===== src/rtl/password_key_input.sv =====
// Key/switch input conditioner: 2-FF synchronisers, key debounce FSM and a one-cycle load strobe.
// Optional macro LOAD_ON_RELEASE_EN moves the load strobe and digit capture to the debounced release.
module password_key_input #(
  parameter int DEBOUNCE_CYCLES = 250000,
  parameter int DIGIT_W         = 4
) (
  input  logic               clk,
  input  logic               rst,
  input  logic               key_n,
  input  logic [DIGIT_W-1:0] SW,
  output logic               load,
  output logic [DIGIT_W-1:0] digit,
  output logic               key_db
);

  localparam int CNT_W = $clog2(DEBOUNCE_CYCLES + 1);
  localparam logic [CNT_W-1:0] CNT_MAX = CNT_W'(DEBOUNCE_CYCLES - 1);

  localparam logic [1:0] ST_IDLE         = 2'd0;
  localparam logic [1:0] ST_PRESS_WAIT   = 2'd1;
  localparam logic [1:0] ST_PRESSED      = 2'd2;
  localparam logic [1:0] ST_RELEASE_WAIT = 2'd3;

  logic               key_meta_q, key_s_q;
  logic [DIGIT_W-1:0] sw_meta_q, sw_s_q;

  logic [1:0]         state_q, state_d;
  logic [CNT_W-1:0]   cnt_q, cnt_d;
  logic               load_q, load_d;
  logic [DIGIT_W-1:0] digit_q, digit_d;
  logic               key_db_q, key_db_d;

  // Key synchroniser presets to "released" so reset never looks like a press.
  always_ff @(posedge clk or negedge rst) begin
    if (!rst) begin
      key_meta_q <= 1'b1;
      key_s_q    <= 1'b1;
      sw_meta_q  <= '0;
      sw_s_q     <= '0;
    end else begin
      key_meta_q <= key_n;
      key_s_q    <= key_meta_q;
      sw_meta_q  <= SW;
      sw_s_q     <= sw_meta_q;
    end
  end

  always_comb begin
    state_d  = state_q;
    cnt_d    = cnt_q;
    load_d   = 1'b0;
    digit_d  = digit_q;
    key_db_d = key_db_q;
    case (state_q)
      ST_IDLE: begin
        if (!key_s_q) begin
          state_d = ST_PRESS_WAIT;
          cnt_d   = '0;
        end
      end
      ST_PRESS_WAIT: begin
        if (key_s_q) begin
          state_d = ST_IDLE;
          cnt_d   = '0;
        end else if (cnt_q == CNT_MAX) begin
          state_d  = ST_PRESSED;
          key_db_d = 1'b1;
`ifndef LOAD_ON_RELEASE_EN
          load_d   = 1'b1;
          digit_d  = sw_s_q;
`endif
        end else begin
          cnt_d = cnt_q + CNT_W'(1);
        end
      end
      ST_PRESSED: begin
        if (key_s_q) begin
          state_d = ST_RELEASE_WAIT;
          cnt_d   = '0;
        end
      end
      ST_RELEASE_WAIT: begin
        // A low sample during release bounce returns to PRESSED without a new load.
        if (!key_s_q) begin
          state_d = ST_PRESSED;
          cnt_d   = '0;
        end else if (cnt_q == CNT_MAX) begin
          state_d  = ST_IDLE;
          key_db_d = 1'b0;
`ifdef LOAD_ON_RELEASE_EN
          load_d   = 1'b1;
          digit_d  = sw_s_q;
`endif
        end else begin
          cnt_d = cnt_q + CNT_W'(1);
        end
      end
      default: begin
        state_d = ST_IDLE;
        cnt_d   = '0;
      end
    endcase
  end

  always_ff @(posedge clk or negedge rst) begin
    if (!rst) begin
      state_q  <= ST_IDLE;
      cnt_q    <= '0;
      load_q   <= 1'b0;
      digit_q  <= '0;
      key_db_q <= 1'b0;
    end else begin
      state_q  <= state_d;
      cnt_q    <= cnt_d;
      load_q   <= load_d;
      digit_q  <= digit_d;
      key_db_q <= key_db_d;
    end
  end

  assign load   = load_q;
  assign digit  = digit_q;
  assign key_db = key_db_q;

endmodule


===== config.mk =====
export PLATFORM = sky130hd
export DESIGN_NAME = password_key_input
export DESIGN_NICKNAME = d
export VERILOG_FILES = /design/src/rtl/password_key_input.sv
export SDC_FILE = /design/constraint.sdc
export NUM_CORES = 1
export LEC_CHECK = 0
export ABC_AREA = 1
export BUFFER_PORTS_ARGS = -buffer_cell sky130_fd_sc_hd__buf_2
export CORE_AREA = 2 2 59 75
export CTS_BUF_LIST = sky130_fd_sc_hd__clkbuf_8
export DETAILED_ROUTE_END_ITERATION = 6
export DIE_AREA = 0 0 61 77
export SLEW_MARGIN = 20
export SYNTH_ARGS = -nofsm -noshare
export SYNTH_HDL_FRONTEND = slang
export SYNTH_SLANG_ARGS = --single-unit

===== constraint.sdc =====
create_clock -name clk -period 2.5 [get_ports clk]
set_input_delay 0.125 -clock clk [delete_from_list [all_inputs] [get_ports clk]]
set_output_delay 0.125 -clock clk [all_outputs]
set_load 0.05 [all_outputs]

### Word-level counts from Yosys, hierarchy flattened

Cells that the tools add are included.

* input port bits: 7
* register bits after elaboration: 36
* word-level logic and storage cells: 50
* output and inout bits: 6

* muxes and demuxes: 21
* bitwise logic cells: 1
* equality and inequality tests: 12
* add/sub/neg operators: 1
* reduce and logical (&&, ||, !) cells: 6

Operators with widths (count)
* two-way mux 18 bit: 5
* case mux 18 bit (4 select lines): 1
* adder 18 x 1 -> 18 bit (second input constant): 1
* == test 18 bit (second input constant): 1
* two-way mux 2 bit: 6
* inequality test 2 bit (second input constant): 6
* case mux 2 bit (4 select lines): 1
* two-way mux 1 bit: 7
* inequality test 3 bit (second input constant): 2
* AND reduction 5 bit: 1
* == test 2 bit (second input constant): 2
* AND reduction 4 bit: 1
* AND reduction 3 bit: 1
* == test 2 x 1 -> 1 bit (second input constant): 1
* zero test 2 bit: 1
* case mux 1 bit (2 select lines): 1
* AND reduction 2 bit: 1
* nonzero test 2 bit: 1
* inverter 1 bit: 1

### Logic depth before layout (Yosys ltp)

Gate-level depths: netlist of run 1.

* word-level depth: 4
* depth in mapped cells: 9
* gate-level depth less buffers: 9

### Worst setup path before layout of run 1

OpenSTA, ideal clock, no wires.

* path kind: register -> register
* start point: reg cnt_q[1]
* end point: reg cnt_q[12]
* library setup time: 0.130 ns
* cell stages (with the launch flop): 7
* period minus slack after synthesis: 1.368 ns
* path slack: 1.132 ns
* path buffers: 0
* arrival: 1.238 ns
* cell sequence: dfrtp_1 -> ha_1 -> nand3_2 -> nor2_2 -> nand3_1 -> o21ai_0 -> a21oi_2

* word-level cells in the longest chain between the ends: 4
* elaborated cells between the ends (all ways): 6

Ends and longest elaborated chain
* start: declaration: RTL line 28 `logic [CNT_W-1:0] cnt_q, cnt_d;`
* start signal: assignment: RTL line 114 `cnt_q <= cnt_d;`
* adder 18 x 1 -> 18 bit or == test 18 bit (tied branches)
* two-way mux 18 bit *: RTL line 65, 87
* two-way mux 18 bit, on equally long branches: RTL line 84, 62
* case mux 18 bit (4 select lines) *: RTL line 54 `case (state_q)`

Mark *: on every way between the ends. The rest lies on a longest branch, timed or not.
A chain may end at the register's enable or synchronous reset.

### Worst setup path in the final report of run 1

* start point: reg cnt_q[1]
* end point: reg digit_q[1] (netlist: digit[1])

* word-level cells in the longest chain between the ends: 2

Ends and longest elaborated chain
* == test 18 bit: RTL line 65 `end else if (cnt_q == CNT_MAX) begin`
* AND reduction 3 bit (no line)
* end signal: assignment: RTL line 116 `digit_q <= digit_d;`
* end: declaration: RTL line 30 `logic [DIGIT_W-1:0] digit_q, digit_d;`

No other way between the ends.

==> results.md, run 1 <==
- Top post-synthesis cells by area: dfrtp_1, nand2_1, nor2_1, inv_1, nand3_1
- Asr flop ratio synth: 100%
- CTS sink cnt: 36
- Top-area cell type share of the netlist area: 48.5%
- Maximum vdd drop: 0.421 mV
- FF+latch count, synth: 36
- Least-Margin Pin Slew: 0.775 ns
- Leak: 0.968 nW
- Worst-Skew Late Latency: 0.29 ns
- DR iter-0 viols: 37
- Die Span X: 61 um
- Most frequent cells in the layout: nand2_1, nor2_1, dfrtp_1
- Outcome: finished clean
- Row count: 26
- Sw Pwr: 523 uW
- First-pass GRT wire length: 6380 um
- Largest net degree at the start of global routing: 37
- Synth Cell Area: 0.00176 mm^2
- Setup crit end kind: flip-flop
- Clock slew at reported path FFs: 0.07 ns
- Initial antenna violation count: 0
- Slew HR: 48.3%
- Dpl ws: 0.879 ns
- Combinational Power Share: 26.0%
- Post-route setup slack: 0.879 ns
- Die Ht: 77 um
- Register Area: 903 um^2
- Cell Pwr Density: 719 mW/mm^2
- Synth Flop Type: dfrtp_1
- Avg WL per Cell: 11.5 um
- RSZ-0062 raised after global routing: false
- Post-synthesis cell type count: 25
- Fmax: 617 MHz
- Setup tns final: 0 ns
- Antenna diode count: 0
- Reg2reg setup slack: 0.88 ns
- CP bufs+invs: 1
- R2R depth: 7
- Initial cell density of the core: 43.9%
- Core Region: 0.00400 mm^2
- TritonCTS Buffers: 5
- CP max FO: 6
- DRC violations left: 0
- CP max-delay cell: dfrtp_1
- CP Launch Type: flip-flop
- Drt total wl: 3550 um
- Hold Path Depth: 0
- CP Data Arrival Time: 1.85 ns
- Hold_sp: sw_meta_q[0]$_DFF_PN0_
- Seq pwr share: 45.7%
- Clock Tree Root: clkbuf_8
- Clock share of power: 28.4%
- Most frequent cell on the critical path: nand2_1
- Synthesized net count: 235
- Period utilization: 64.8%
- Hold endpoint: sw_s_q[0]$_DFF_PN0_
- Die Area: 0.00470 mm^2
- CTS max path bufs: 2
- Port bufs: 12
- Area Overhead vs Synth: 15.5%
- Nets: 259
- Crit Path Class: reg -> reg
- Critical R2R Capture: digit[1]$_DFFE_PN0P_
- CTS resizes: 0
- Reg2reg start: cnt_q[1]$_DFFE_PN0P_
- Clock skew: 0.00259 ns
- EDFF count, synth: 0
- Gr usage total: 18.0%
- I/O pin count: 13
- Drt first pass iters: 5
- CTS tree: done
- Register area share after synthesis: 51.5%
- Vias: 1447
- Worst Path Required: 2.73 ns
- Sw frac: 35.9%
- Crit path largest cell delay: 0.41 ns
- GRT overflow: 0
- Critical Path, Cell by Cell: ha_1 > nand3_2 > nor3_1 > nand3_1 > inv_1 > nand2_1 > nand2_1
- Synthesized area per cell: 7.73 um^2
- Layout fillers: 388
- Antenna Nets Post-Route: 0
- Yosys Warn Count: 0
- Layout cells sized above 1: 13.5%
- Final HPWL DP: 2640 um
- Slew Limit Fails: 0
- Final min period: 1.62 ns
- Via density: 4.70
- Endpoints failing setup: 0
- RePlAce Congestion: 0.882
- Most common cell after layout, fill and taps aside: nand2_1
- Max-cap violations: 0
- Post-CTS setup buffer count: 0
- Vias in the first global route: 1448
- Largest delay share family, worst path: simple AND/OR/NAND/NOR gates
- Cells after Synth: 227
- Multi-input gate area: 754 um^2
- HP Class: reg -> reg
- Internal power: 933 uW
- Htree depth: 2
- Final Hold Vio Count: 0
- Area leader, netlist: dfrtp_1
[synth_stat cells (2+ instances only)]
cell,number
nor3_1,3
nand2_2,4
o21ai_0,6
o21ai_1,2
dfrtp_1,34
nand3_1,15
nand2_1,76
inv_1,22
dfstp_2,2
nor2_1,37
a21oi_1,9
nor2_2,2
nand4_1,3
[kinds of logic (layout without fill, tap and decap cells)]
| family | after synthesis | after routing | share of synthesized area [%] |
|---|---|---|---|
| AND/OR/NAND/NOR | 144 | 144 | 34.4 |
| adder cells (fa/ha/maj) | 1 | 1 | 0.713 |
| XOR/XNOR | 1 | 1 | 0.927 |
| buffers and inverters | 24 | 49 | 5.56 |
| AO/OA/AOI/OAI | 21 | 21 | 6.99 |
| flip-flops | 36 | 36 | 51.5 |
[registers in the layout, summed over array words and instances, names as in the netlist, named ones only]
name and cells:
sw_s_q 4, key_s_q 1, state_q 1, key_db 1, cnt_q 18, digit 4
load 1, key_meta_q 1, sw_meta_q 4
[routing by layer]
layer / part of all wire (%) / vias up / global-route usage (%)
met4: 1.6 / 0 / 5.87
met1: 44 / 648 / 22.7
met2: 50 / 33 / 30.1
met3: 3.7 / 8 / 3.71
li1: - / 758 / -
met5: 0 / - / 0
[power by group through the flow]
stage          clock network, mW  logic [mW]  registers (mW)
2_1_floorplan                  0       0.297           0.672
3_3_place_gp                   0       0.371           0.673
3_5_place_dp                   0       0.377           0.675
4_1_cts                    0.426       0.385           0.664
5_1_grt                    0.452       0.440           0.671
6_report                   0.413       0.378           0.665
[final cells by class]
cell class | instances | share of cell area (%)
flip-flops and latches | 36 | 44.6
multi-input cells | 167 | 37.2
repair buffers | 19 | 6.30
inverters | 22 | 4.07
well taps | 56 | 3.46
clock buffers | 5 | 3.40
clock inverters | 3 | 0.988
[worst reg2reg max path, cell delays in order, from the launching register on]
cell and delay, ns:
dfrtp_1 0.41, ha_1 0.21, nand3_2 0.12, nor3_1 0.24, nand3_1 0.24, inv_1 0.21
nand2_1 0.07, nand2_1 0.06
[what timing repair did]
action / 4_1_cts / 5_1_grt
hold buffers: 6 / 0
hold endpoints to repair: 39 / 0
endpoints found under the setup margin: 0 / 0
[through the flow]
step           util, %  power, mW  instance area [um^2]  instances  hold slack, ns
4_1_cts           50.7       1.47                  2030        308           0.360
5_1_grt           50.7       1.56                  2030        308           0.362
2_1_floorplan        -      0.969                  1760        227          -0.171
3_5_place_dp      46.9       1.05                  1880        294           0.232
6_report          50.7       1.46                  2030        308           0.357
3_3_place_gp      46.9       1.04                  1880        294           0.230
[how the worst max path moves through the flow]
stage	start	endpoint	slack, ns	cells past startpoint
global placement	cnt_q[1]$_DFFE_PN0P_	digit[0]$_DFFE_PN0P_	0.93	7
floorplan	cnt_q[1]$_DFFE_PN0P_	cnt_q[12]$_DFFE_PN0P_	1.13	6
finish	cnt_q[1]$_DFFE_PN0P_	digit[1]$_DFFE_PN0P_	0.88	7
global route	cnt_q[1]$_DFFE_PN0P_	digit[1]$_DFFE_PN0P_	0.63	7
detailed placement	cnt_q[1]$_DFFE_PN0P_	digit[1]$_DFFE_PN0P_	0.88	7
CTS	cnt_q[1]$_DFFE_PN0P_	digit[0]$_DFFE_PN0P_	0.86	7
(Power assumes the default switching activity.)
==> inputs of run 2 (changes only) <==
Clock period 2.5 ns to 1.43 ns, I/O delays scaled along.
==> run 2 against run 1 <==
  * Clock-buffer cell count up 2
  * Worst hold slack worse by 0.022 ns
  * Flip-flop and latch count unchanged
  * Non-clock buffer count up 22
  * Combinational power up 150%
  * Clock skew up 0.010 ns
  * Cell count up 7.1%
  * Core utilization up 6.6 points
  * Final area up 13%
  * Sequential power up 73%
  * Die area unchanged
  * Clock power up 95%
==> results.md, run 2 (synthesized netlist as in run 1, its figures left out) <==
- Clock Tree Root: clkbuf_8 (unchanged)
- Drt total wl: 3820 um (was 3550 um)
- Fmax: 739 MHz (was 617 MHz)
- Busiest grt layer: met2 (unchanged)
- Most frequent cell on the critical path: nand2_1 (unchanged)
- TritonCTS Buffers: 5 (unchanged)
- CTS sink cnt: 36 (unchanged)
- Hold Slack: 0.335 ns (was 0.357 ns)
- Layout cells sized above 1: 28.5% (was 13.5%)
- Setup crit end kind: flip-flop (unchanged)
- Leak: 1.09 nW (was 0.968 nW)
- GRT met2 Usage: 30.4% (was 30.1%)
- Clock skew: 0.0126 ns (was 0.00259 ns)
- Final instance area: 0.00229 mm^2 (was 0.00203 mm^2)
- Global Route met1 Usage: 23.3% (was 22.7%)
- Antenna diode count: 0 (unchanged)
- Final HPWL DP: 2820 um (was 2640 um)
- Port bufs: 12 (unchanged)
- Final Hold Vio Count: 0 (unchanged)
- Util after Layout: 57.3% (was 50.7%)
- Worst-Skew Late Latency: 0.30 ns (was 0.29 ns)
- Slew Limit Fails: 0 (unchanged)
- Max-cap violations: 0 (unchanged)
- Non-filler cells, final: 330 (was 308)
- Largest register FFs: 18 (unchanged)
- Maximum vdd drop: 0.722 mV (was 0.421 mV)
- Gr usage total: 18.7% (was 18.0%)
- Reg2reg start: cnt_q[0]$_DFFE_PN0P_ (was cnt_q[1]$_DFFE_PN0P_)
- Antenna Nets Post-Route: 0 (unchanged)
- Nets: 281 (was 259)
- Die Ht: 77 um (unchanged)
- Avg WL per Cell: 11.6 um (was 11.5 um)
- Die Area: 0.00470 mm^2 (unchanged)
- Crit path largest cell delay: 0.35 ns (was 0.41 ns)
- Row count: 26 (unchanged)
- Post-route setup slack: 0.0766 ns (was 0.879 ns)
- Least-Margin Pin Slew: 0.443 ns (was 0.775 ns)
- CP max FO: 6 (unchanged)
- Total Power: 2.90 mW (was 1.46 mW)
- Initial cell density of the core: 43.9% (unchanged)
- Via density: 4.63 (was 4.70)
- Vias in the first global route: 1485 (was 1448)
- GRT overflow: 0 (unchanged)
- Outcome: finished clean (unchanged)
- Clock slew at reported path FFs: 0.08 ns (was 0.07 ns)
- Period utilization: 94.6% (was 64.8%)
- Drt first pass iters: 4 (was 5)
- Setup tns final: 0 ns (unchanged)
- HP Class: in -> async (was reg -> reg)
- Most common cell after layout, fill and taps aside: nand2_1 (unchanged)
- Worst Path Required: 1.66 ns (was 2.73 ns)
- Largest net degree at the start of global routing: 37 (unchanged)
- CP max-delay cell: dfrtp_1 (unchanged)
- Routing usage on met3: 4.22% (was 3.71%)
- Htree depth: 2 (unchanged)
- DRC violations left: 0 (unchanged)
- Endpoints failing setup: 0 (unchanged)
- CTS max path bufs: 2 (unchanged)
- I/O pin count: 13 (unchanged)
- Placed Instances: 313 (was 294)
- Core Region: 0.00400 mm^2 (unchanged)
- Reg with most FFs: cnt_q (unchanged)
- First-pass GRT wire length: 6470 um (was 6380 um)
- Crit path to: digit[0]$_DFFE_PN0P_ (was digit[1]$_DFFE_PN0P_)
- Area Overhead vs Synth: 30.6% (was 15.5%)
- Crit Path Class: reg -> reg (unchanged)
- Cell Pwr Density: 1260 mW/mm^2 (was 719 mW/mm^2)
- Slew HR: 70.4% (was 48.3%)
- DR iter-0 viols: 38 (was 37)
- Dpl ws: -0.0606 ns (was 0.879 ns)
- Critical R2R Capture: digit[0]$_DFFE_PN0P_ (was digit[1]$_DFFE_PN0P_)
- Post-Place Cell Area: 0.00202 mm^2 (was 0.00188 mm^2)
- Reg2reg setup slack: 0.08 ns (was 0.88 ns)
- Vias: 1527 (was 1447)
- Most frequent cells in the layout: nand2_1, dfrtp_1, nor2_1 (was nand2_1, nor2_1, dfrtp_1)
- Final min period: 1.35 ns (was 1.62 ns)
- Initial antenna violation count: 0 (unchanged)
- CTS tree: done (unchanged)
- Die Span X: 61 um (unchanged)
- RePlAce Congestion: 0.817 (was 0.882)
- Critical Path Source: cnt_q[0]$_DFFE_PN0P_ (was cnt_q[1]$_DFFE_PN0P_)
- RSZ-0062 raised after global routing: true (was false)
- CP Data Arrival Time: 1.59 ns (was 1.85 ns)
- Critical Path, Cell by Cell: ha_2 > nand3_4 > nor3_2 > nand3_2 > inv_2 > nand2_1 > nand2_1 (was ha_1 > nand3_2 > nor3_1 > nand3_1 > inv_1 > nand2_1 > nand2_1)
- CP Launch Type: flip-flop (unchanged)
- R2R depth: 7 (unchanged)
run 2: what timing repair did:
action	in CTS	in global routing
pin swaps	0	7
buffers inserted	0	3
hold endpoints to repair	39	0
hold buffers	6	0
setup endpoints to repair	4	24
resized for setup	2	28
run 2: how the worst min path moves through the flow:
stage | start | endpoint | slack, ns
3_5_place_dp | rst | cnt_q[14]$_DFFE_PN0P_ | 0.14
5_1_grt | sw_meta_q[0]$_DFF_PN0_ | sw_s_q[0]$_DFF_PN0_ | 0.36
4_1_cts | sw_meta_q[2]$_DFF_PN0_ | sw_s_q[2]$_DFF_PN0_ | 0.35
3_3_place_gp | rst | cnt_q[15]$_DFFE_PN0P_ | 0.13
2_1_floorplan | rst | async pin | -0.22
6_report | rst | cnt_q[17]$_DFFE_PN0P_ | 0.33
run 2: cell type report:
cell class / count / area (um^2)
Fill cell: 389 / 1710
Sequential cell: 36 / 906
Multi-Input combinational cell: 167 / 837
Timing Repair Buffer: 41 / 297
Clock buffer: 7 / 96.3
Inverter: 22 / 82.6
Tap cell: 56 / 70.1
Clock inverter: 1 / 3.75
run 2: power breakdown:
| group | total, mW | leakage [nW] | internal (mW) | switching, mW |
|---|---|---|---|---|
| registers | 1.15 | 0.468 | 1.10 | 0.0533 |
| clock network | 0.804 | 0.0557 | 0.433 | 0.371 |
| logic | 0.941 | 0.568 | 0.384 | 0.557 |
| total | 2.90 | 1.09 | 1.91 | 0.982 |
run 2: worst max-delay path, delay by kind of cell, from the launching register on:
| kind | cells | cell delay (ns) |
|---|---|---|
| AND/OR/NAND/NOR | 5 | 0.60 |
| flip-flops | 1 | 0.35 |
| adder cells (fa/ha/maj) | 1 | 0.20 |
| buffers and inverters | 1 | 0.14 |
run 2: routing by layer:
metal	vias up	wire, um
met5	-	0
met2	18	1880
met1	700	1760
met3	7	108
met4	0	70
li1	802	-
==> inputs of run 3 (changes only) <==
Clock period 1.43 ns to 1.45 ns, I/O delays scaled along.
==> run 3 against run 2 <==
  * Die area is the same
  * Clock power shrank 3.1%
  * Worst setup slack lost 0.056 ns
  * Worst hold slack gained 0.0029 ns
  * Fmax shrank 5.3%
  * Total power shrank 0.15%
  * Flip-flop and latch count is the same
  * Largest power group unchanged
==> results.md, run 3 (synthesized netlist as in run 1, its figures left out) <==
- Outcome: finished clean (unchanged)
- Clock Tree Root: clkbuf_8 (unchanged)
- GRT overflow: 0 (unchanged)
- Critical Path Source: cnt_q[1]$_DFFE_PN0P_ (was cnt_q[0]$_DFFE_PN0P_)
- Busiest grt layer: met2 (unchanged)
- Die Ht: 77 um (unchanged)
- Antenna diode count: 0 (unchanged)
- Fmax: 699 MHz (was 739 MHz)
- Die Area: 0.00470 mm^2 (unchanged)
- Critical path depth in cells: 9 (was 7)
- CP Data Arrival Time: 1.61 ns (was 1.59 ns)
- R2R depth: 9 (was 7)
- Final instance area: 0.00230 mm^2 (was 0.00229 mm^2)
- Row count: 26 (unchanged)
- Global Route met1 Usage: 24.2% (was 23.3%)
- Cell Pwr Density: 1260 mW/mm^2 (about the same)
- CTS tree: done (unchanged)
- Die Span X: 61 um (unchanged)
- Post-route setup slack: 0.0202 ns (was 0.0766 ns)
- Layout fillers: 375 (was 389)
- I/O pin count: 13 (unchanged)
- Post-Place Cell Area: 0.00201 mm^2 (was 0.00202 mm^2)
- Via density: 4.81 (was 4.63)
- Max-cap violations: 0 (unchanged)
- CP max-delay cell: dfrtp_1 (unchanged)
- Routing usage on met3: 3.04% (was 4.22%)
- Crit Path Class: reg -> reg (unchanged)
- Final Hold Vio Count: 0 (unchanged)
- CP Launch Type: flip-flop (unchanged)
- Critical R2R Capture: cnt_q[4]$_DFFE_PN0P_ (was digit[0]$_DFFE_PN0P_)
- Combinational Power Share: 33.8% (was 32.5%)
- Final min period: 1.43 ns (was 1.35 ns)
- Largest net degree at the start of global routing: 37 (unchanged)
- Clock slew at reported path FFs: 0.08 ns (about the same)
- CTS max path bufs: 2 (unchanged)
- Reg with most FFs: cnt_q (unchanged)
- Avg WL per Cell: 12.1 um (was 11.6 um)
- Htree depth: 2 (unchanged)
- Worst Path Required: 1.63 ns (was 1.66 ns)
- DR iter-0 viols: 51 (was 38)
- Critical Path, Cell by Cell: ha_2 > nand3_4 > buf_6 > inv_1 > nand3_2 > nand2_1 > nand2_1 > nand2_1 > nor2_1 (was ha_2 > nand3_4 > nor3_2 > nand3_2 > inv_2 > nand2_1 > nand2_1)
- Area Overhead vs Synth: 30.9% (was 30.6%)
- Largest register FFs: 18 (unchanged)
- Gr usage total: 18.6% (was 18.7%)
- Reg2reg setup slack: 0.02 ns (was 0.08 ns)
- Slew Limit Fails: 0 (unchanged)
- Slew HR: 69.9% (was 70.4%)
- Layout cells sized above 1: 27.3% (was 28.5%)
- Most frequent cell on the critical path: nand2_1 (unchanged)
- Most frequent cells in the layout: nand2_1, dfrtp_1, nor2_1 (unchanged)
- Largest delay share family, worst path: simple AND/OR/NAND/NOR gates (unchanged)
- Period utilization: 98.6% (was 94.6%)
- CTS sink cnt: 36 (unchanged)
- Worst-Skew Late Latency: 0.29 ns (was 0.30 ns)
- Maximum vdd drop: 0.789 mV (was 0.722 mV)
- DRC violations left: 0 (unchanged)
- GRT met2 Usage: 29.9% (was 30.4%)
- CP bufs+invs: 2 (was 1)
- Final HPWL DP: 2800 um (was 2820 um)
- Seq pwr share: 39.3% (was 39.7%)
- Antenna Nets Post-Route: 0 (unchanged)
- HP Class: in -> async (unchanged)
- Vias in the first global route: 1490 (was 1485)
- Util after Layout: 57.4% (was 57.3%)
- Reg2reg start: cnt_q[1]$_DFFE_PN0P_ (was cnt_q[0]$_DFFE_PN0P_)
- Total Power: 2.89 mW (was 2.90 mW)
- Initial antenna violation count: 0 (unchanged)
- Setup crit end kind: flip-flop (unchanged)
- RSZ-0062 raised after global routing: true (unchanged)
- Crit path to: cnt_q[4]$_DFFE_PN0P_ (was digit[0]$_DFFE_PN0P_)
- Clock share of power: 26.9% (was 27.8%)
- Most common cell after layout, fill and taps aside: nand2_1 (unchanged)
- Port bufs: 12 (unchanged)
- Dpl ws: -0.0298 ns (was -0.0606 ns)
- RePlAce Congestion: 0.824 (was 0.817)
- Crit path largest cell delay: 0.36 ns (was 0.35 ns)
- Endpoints failing setup: 0 (unchanged)
- Sw Pwr: 986 uW (was 982 uW)
- CP max FO: 5 (was 6)
- Drt first pass iters: 4 (unchanged)
- Sw frac: 34.1% (was 33.9%)
- TritonCTS Buffers: 5 (unchanged)
- Core Region: 0.00400 mm^2 (unchanged)
- Drt total wl: 3940 um (was 3820 um)
- Leak: 1.09 nW (about the same)
- Clock skew: 0.0107 ns (was 0.0126 ns)
- Nets: 278 (was 281)
- Vias: 1573 (was 1527)
- Internal power: 1.90 mW (was 1.91 mW)
- Least-Margin Pin Slew: 0.451 ns (was 0.443 ns)
- Initial cell density of the core: 43.9% (unchanged)
- First-pass GRT wire length: 6560 um (was 6470 um)
run 3: metal layers:
metal / part of all wire, % / vias to the layer above
met1: 45 / 747
met2: 51 / 21
met3: 2.1 / 6
met4: 1.6 / 0
li1: - / 799
met5: 0 / -
run 3: worst min-delay path by stage:
| stage | start | endpoint | slack, ns | cells past startpoint |
|---|---|---|---|---|
| 2_1_floorplan | rst | async pin | -0.22 | 0 |
| 3_3_place_gp | rst | cnt_q[15]$_DFFE_PN0P_ | 0.14 | 2 |
| 3_5_place_dp | rst | cnt_q[15]$_DFFE_PN0P_ | 0.14 | 2 |
| 4_1_cts | rst | cnt_q[17]$_DFFE_PN0P_ | 0.36 | 3 |
| 5_1_grt | sw_meta_q[0]$_DFF_PN0_ | sw_s_q[0]$_DFF_PN0_ | 0.36 | 0 |
| 6_report | rst | cnt_q[17]$_DFFE_PN0P_ | 0.34 | 3 |
run 3: timing repair:
item / CTS / global route
gates resized for setup: 3 / 31
hold buffers: 6 / 0
endpoints found under the hold margin: 39 / 0
pin swaps: 0 / 5
setup endpoints to repair: 5 / 25
setup buffers: 0 / 1
run 3: stage by stage:
step	setup TNS [ns]	hold WS, ns	cells
detailed placement	-0.105	0.143	312
CTS	0	0.357	326
global placement	-0.0634	0.135	312
finish	0	0.338	327
floorplan	0	-0.223	227
global route	-0.152	0.359	327
run 3: worst reg2reg max path: stages, from the launching register on:
cell and delay (ns):
dfrtp_1 0.36, ha_2 0.22, nand3_4 0.12, buf_6 0.15, inv_1 0.07, nand3_2 0.15
nand2_1 0.12, nand2_1 0.05, nand2_1 0.05, nor2_1 0.03
run 3: area by class of cell:
type	count	area, um^2	share of cell area (%)
Multi-Input combinational cell	167	860	37.4
Timing Repair Buffer	38	278	12.1
Tap cell	56	70.1	3.05
Clock buffer	7	96.3	4.19
Inverter	22	85.1	3.70
Clock inverter	1	3.75	0.163
Sequential cell	36	906	39.4
run 3: power by group through the flow:
stage / clock network, mW / registers, mW / logic [mW]
2_1_floorplan: 0 / 1.16 / 0.512
3_3_place_gp: 0 / 1.15 / 0.857
3_5_place_dp: 0 / 1.15 / 0.860
4_1_cts: 0.804 / 1.13 / 0.878
5_1_grt: 0.841 / 1.15 / 1.07
6_report: 0.779 / 1.14 / 0.976
